===== src/rtl/uart_tx_frame_ctrl.sv =====
// -----------------------------------------------------------------------------
// uart_tx_frame_ctrl
//
// UART transmit frame controller. Accepts a parallel word from the system side,
// latches it together with the parity configuration, loads the downstream bit
// serializer and sequences START / DATA / PARITY / STOP onto the serial line.
// During DATA the line is a straight combinational pass-through of the
// serializer's current bit. The serializer's "last bit" flag is cross-checked
// against the internal bit counter; any disagreement raises a sticky error.
//
// Ports
//   CLK         system clock, all registers update on the rising edge
//   RST         synchronous, active-high reset
//   P_DATA      word to transmit
//   Data_Valid  request strobe, honoured only in IDLE or STOP
//   PAR_EN      1 = append a parity bit to the frame
//   PAR_TYP     0 = even parity, 1 = odd parity
//   ser_data    current serial bit from the serializer (LSB first)
//   ser_done    serializer flag, high while it presents its last data bit
//   ser_load    one-cycle pulse (START cycle), serializer captures ser_pdata
//   ser_pdata   latched frame data for the serializer
//   ser_en      high in every DATA cycle, serializer advances one bit per cycle
//   TX_OUT      serial line, idle high
//   Busy        frame in progress (START, DATA, PARITY)
//   seq_err     sticky serializer bit-count mismatch flag, cleared only by RST
// -----------------------------------------------------------------------------
module uart_tx_frame_ctrl #(
    parameter int DATA_WIDTH = 8,
    parameter int CNT_W      = 4
) (
    input  logic                  CLK,
    input  logic                  RST,
    input  logic [DATA_WIDTH-1:0] P_DATA,
    input  logic                  Data_Valid,
    input  logic                  PAR_EN,
    input  logic                  PAR_TYP,
    input  logic                  ser_data,
    input  logic                  ser_done,
    output logic                  ser_load,
    output logic [DATA_WIDTH-1:0] ser_pdata,
    output logic                  ser_en,
    output logic                  TX_OUT,
    output logic                  Busy,
    output logic                  seq_err
);

    localparam logic [2:0] IDLE   = 3'd0;
    localparam logic [2:0] START  = 3'd1;
    localparam logic [2:0] DATA   = 3'd2;
    localparam logic [2:0] PARITY = 3'd3;
    localparam logic [2:0] STOP   = 3'd4;

    localparam logic [CNT_W-1:0] LAST_CNT = CNT_W'(DATA_WIDTH - 1);

    logic [2:0]            state_q,   state_d;
    logic [CNT_W-1:0]      cnt_q,     cnt_d;
    logic [DATA_WIDTH-1:0] pdata_q,   pdata_d;
    logic                  par_bit_q, par_bit_d;
    logic                  par_en_q,  par_en_d;
    logic                  seq_err_q, seq_err_d;

    logic accept;
    logic last_bit;

    // A new request is taken in IDLE and also in STOP, which lets frames run
    // back to back with no idle bit between the stop bit and the next start.
    assign accept   = ((state_q == IDLE) || (state_q == STOP)) && Data_Valid;
    assign last_bit = (cnt_q == LAST_CNT);

    // -------------------------------------------------------------------------
    // Next-state and datapath update
    // -------------------------------------------------------------------------
    always_comb begin
        state_d   = state_q;
        cnt_d     = cnt_q;
        pdata_d   = pdata_q;
        par_bit_d = par_bit_q;
        par_en_d  = par_en_q;
        seq_err_d = seq_err_q;

        if (accept) begin
            // Everything the frame needs is captured here, so later changes on
            // P_DATA / PAR_EN / PAR_TYP cannot disturb the frame in flight.
            pdata_d   = P_DATA;
            par_en_d  = PAR_EN;
            par_bit_d = (^P_DATA) ^ PAR_TYP;
        end

        case (state_q)
            IDLE: begin
                if (accept) begin
                    state_d = START;
                end
            end
            START: begin
                cnt_d   = '0;
                state_d = DATA;
            end
            DATA: begin
                cnt_d = cnt_q + CNT_W'(1);
                // The serializer must flag done exactly on the final bit; an
                // early flag or a missing one both count as a sequencing error.
                // The frame itself always finishes on the internal counter.
                if (ser_done != last_bit) begin
                    seq_err_d = 1'b1;
                end
                if (last_bit) begin
                    state_d = par_en_q ? PARITY : STOP;
                end
            end
            PARITY: begin
                state_d = STOP;
            end
            STOP: begin
                state_d = accept ? START : IDLE;
            end
            default: begin
                state_d = IDLE;
            end
        endcase
    end

    // -------------------------------------------------------------------------
    // Registers
    // -------------------------------------------------------------------------
    always_ff @(posedge CLK) begin
        if (RST) begin
            state_q   <= IDLE;
            cnt_q     <= '0;
            pdata_q   <= '0;
            par_bit_q <= 1'b0;
            par_en_q  <= 1'b0;
            seq_err_q <= 1'b0;
        end else begin
            state_q   <= state_d;
            cnt_q     <= cnt_d;
            pdata_q   <= pdata_d;
            par_bit_q <= par_bit_d;
            par_en_q  <= par_en_d;
            seq_err_q <= seq_err_d;
        end
    end

    // -------------------------------------------------------------------------
    // Outputs, decoded from the registered state
    // -------------------------------------------------------------------------
    always_comb begin
        TX_OUT   = 1'b1;
        Busy     = 1'b0;
        ser_en   = 1'b0;
        ser_load = 1'b0;
        case (state_q)
            START: begin
                TX_OUT   = 1'b0;
                Busy     = 1'b1;
                ser_load = 1'b1;
            end
            DATA: begin
                TX_OUT = ser_data;
                Busy   = 1'b1;
                ser_en = 1'b1;
            end
            PARITY: begin
                TX_OUT = par_bit_q;
                Busy   = 1'b1;
            end
            default: begin
                TX_OUT = 1'b1;
            end
        endcase
    end

    assign ser_pdata = pdata_q;
    assign seq_err   = seq_err_q;

endmodule


===== config.mk =====
export PLATFORM = sky130hd
export DESIGN_NAME = uart_tx_frame_ctrl
export DESIGN_NICKNAME = d
export VERILOG_FILES = /design/src/rtl/uart_tx_frame_ctrl.sv
export SDC_FILE = /design/constraint.sdc
export NUM_CORES = 1
export LEC_CHECK = 0
export CAP_MARGIN = 20
export CORE_MARGIN = 3
export CORE_UTILIZATION = 40
export DETAILED_ROUTE_END_ITERATION = 7
export HOLD_SLACK_MARGIN = 0.05
export PLACE_DENSITY = 0.73
export SLEW_MARGIN = 20
export SYNTH_ARGS = -nofsm -noshare
export SYNTH_HDL_FRONTEND = slang
export SYNTH_SLANG_ARGS = --single-unit

===== constraint.sdc =====
create_clock -name CLK -period 1.3 [get_ports CLK]
set_input_delay 0.26 -clock CLK [delete_from_list [all_inputs] [get_ports CLK]]
set_output_delay 0.26 -clock CLK [all_outputs]
set_load 0.05 [all_outputs]

==> out/qor.csv <==
metric,value,unit
outcome,"finished, violations left",
violations,setup timing,
grt_pass1_vias,977,
routed_wl,3250,um
min_from,P_DATA[0],
dieArea,2870,um^2
yosysUniqueCellTypes,34,
rr_endpoint,cnt_q[3]$_SDFFE_PP0P_,
dp.cells,172,
seq_area,374,um^2
cts_max_level,1,
power_density,910,nW/um^2
rsz0062_at_grt,true,
row_count,16,
die_h,53.6,um
synth.avg_cell_area,8.15,um^2
hold_end,ser_pdata[0]$_SDFFE_PP0P_,
cts_inserted_buffers,3,
place_congestion,0.748,
cts_tree,done,
synth-main-ff-cell,dfxtp_1,
layout_commonest_cell,buf_4,
tightest_slew,0.456,ns
arrival,1.84,ns
path_cells,"buf_6, buf_8, buf_4, nor4_1, o21ai_1, a21oi_1",
ys_seq_elements,18,
antenna_found_initial,0,
multi_input_area,638,um^2
synth.cell_area,905,um^2
pre_cts_ws,-0.338,ns
use_met2,36.5,%
relSlewSlack,69.3,%
finalWorstSetupSlack,-0.291,ns
ys_warn_count,0,
core_area,2040,um^2
slowest_delay,0.40,ns
ff2ff_setup_slack,-0.29,ns
worst_setup_path_start_kind,register,
min_period,1.59,ns
ys_seq_area_share,39.8,%
clock_latency,0.31,ns
hold_violations,0,
crit_fanout,6,
drt_iter0_markers,20,
finalMaxSlewViolations,0,
hpwlAfterDp,1810,um
instances_no_fill,189,
grt_max_degree,12,
routedWlPerCell,17.2,um
async_flop_share,0,%
hold_slack,0.388,ns
placed_area,1440,um^2
viasPerCell,5.65,
cts.sinks,18,
routed-via-count,1068,
required,1.55,ns
syn-instance-count,111,
drc,0,
ant_nets,0,
use_met1,25.0,%
setup_violations,16,
syn2layout_area_growth,90.6,%
r2r_cells,6,
start_util,44.3,%
grt_pass1_wl,4290,um
drive_above_1_share,48.1,%
r2r-start,state_q[0]$_SDFFE_PP0P_,
gr-usage-met3,4.43,%
final_core_util,84.4,%
synth_enable_flop_cells,0,
n_fill_cell,111,
crit_type,register to register,
drv_cap,0,
busiest_layer,met2,
dr.pass1.iters,4,
critical_path.endpoint_type,register,
clockRootBuffer,clkbuf_4,
mostFrequentLayoutCells,"buf_4, nand2_1, dfxtp_1, buf_12, clkdlybuf4s50_1",
clkTransAtPathRegs,0.12,ns
stdcell_area,1720,um^2
hold-path-cell-count,3,
ir_worst_vdd,912,uV
num_io_pins,28,
grt_overflow,0,
antenna_cells,0,
cts_buffer_depth,2,
synthesis.nets,127,
crit_slowest_cell,nor4_1,
port_buffers,27,
skew,0.0160,ns
fin_crit_sh,122,%
fin_nets,179,
die-width,53.6,um
hp-class,input pin to register,
grt.total_usage,20.9,%
fmax,0.628,GHz
leakagePower,0.724,nW
==> flip-flops by register name (all words and copies together) (netlist names) <==
| register | flops |
|---|---|
| ser_pdata | 8 |
| cnt_q | 4 |
| state_q | 3 |
| par_bit_q | 1 |
| par_en_q | 1 |
| seq_err | 1 |
==> cells in the mapped netlist (2+ instances only) <==
cell type | n | area [um^2]
a21oi_1 | 15 | 75.1
and2_1 | 2 | 12.5
clkbuf_1 | 6 | 22.5
dfxtp_1 | 18 | 360
inv_1 | 2 | 7.51
nand2_1 | 20 | 75.1
nand2b_1 | 3 | 18.8
nand3b_1 | 3 | 22.5
nor2_1 | 10 | 37.5
o21ai_0 | 4 | 20.0
xnor2_1 | 4 | 35.0
xor2_1 | 2 | 17.5
==> where the power goes <==
group          switching (mW)  internal [mW]  total [mW]  leakage (nW)
Clock                   0.194          0.171       0.365        0.0210
Combinational           0.279          0.307       0.585         0.553
Sequential             0.0371          0.581       0.618         0.150
Total                   0.510           1.06        1.57         0.724
==> routing by layer <==
metal  up-vias  routed length (um)
met2        56                1680
met3        12                 240
met4         0                 101
met1       523                1230
li1        477                   -
met5         -                   0
==> per-stage QoR <==
step | power, mW | TNS [ns]
2_1_floorplan | 0.866 | -0.0452
3_3_place_gp | 1.09 | -2.88
3_5_place_dp | 1.10 | -2.89
4_1_cts | 1.50 | -0.631
5_1_grt | 1.63 | -2.09
6_report | 1.57 | -1.34
==> cell type report <==
type,count,share of cell area [%]
Clock buffer,4,2.10
Multi-Input combinational cell,84,37.0
Inverter,2,0.435
Timing Repair Buffer,54,36.8
Tap cell,27,1.96
Sequential cell,18,21.7
==> worst max-delay path by stage <==
stage	startpoint	endpoint	slack, ns	depth (start not counted)
2_1_floorplan	state_q[1]$_SDFFE_PP0P_	ser_load	-0.05	3
5_1_grt	state_q[1]$_SDFFE_PP0P_	TX_OUT	-0.32	4
3_5_place_dp	P_DATA[5]	par_bit_q$_SDFFE_PP0P_	-0.34	5
3_3_place_gp	P_DATA[5]	par_bit_q$_SDFFE_PP0P_	-0.31	5
6_report	state_q[0]$_SDFFE_PP0P_	cnt_q[3]$_SDFFE_PP0P_	-0.29	6
4_1_cts	state_q[1]$_SDFFE_PP0P_	TX_OUT	-0.24	4
==> kinds of logic after synthesis <==
family,Yosys count,synth area share (%)
compound gates,27,17.3
xor+xnor,7,8.30
fa+ha+maj,1,1.38
buf+inv,9,3.87
flops,18,39.8
mux,1,1.24
simple gates,48,28.1
==> worst max-delay path, delay by kind of cell (launching register included) <==
| kind | cells | cell delay, ns |
|---|---|---|
| buffers and inverters | 3 | 0.39 |
| and+or+nand+nor | 1 | 0.40 |
| DFF | 1 | 0.38 |
| AOI/OAI and AO/OA | 2 | 0.35 |
==> what timing repair did <==
action / CTS / global route
setup endpoints to repair: 8 / 15
endpoints found under the hold margin: 0 / 0
pin swaps: 8 / 7
hold buffers: 0 / 0
setup buffers: 7 / 6
resized for setup: 22 / 22
No activity file was read; power rests on OpenSTA's default activity.
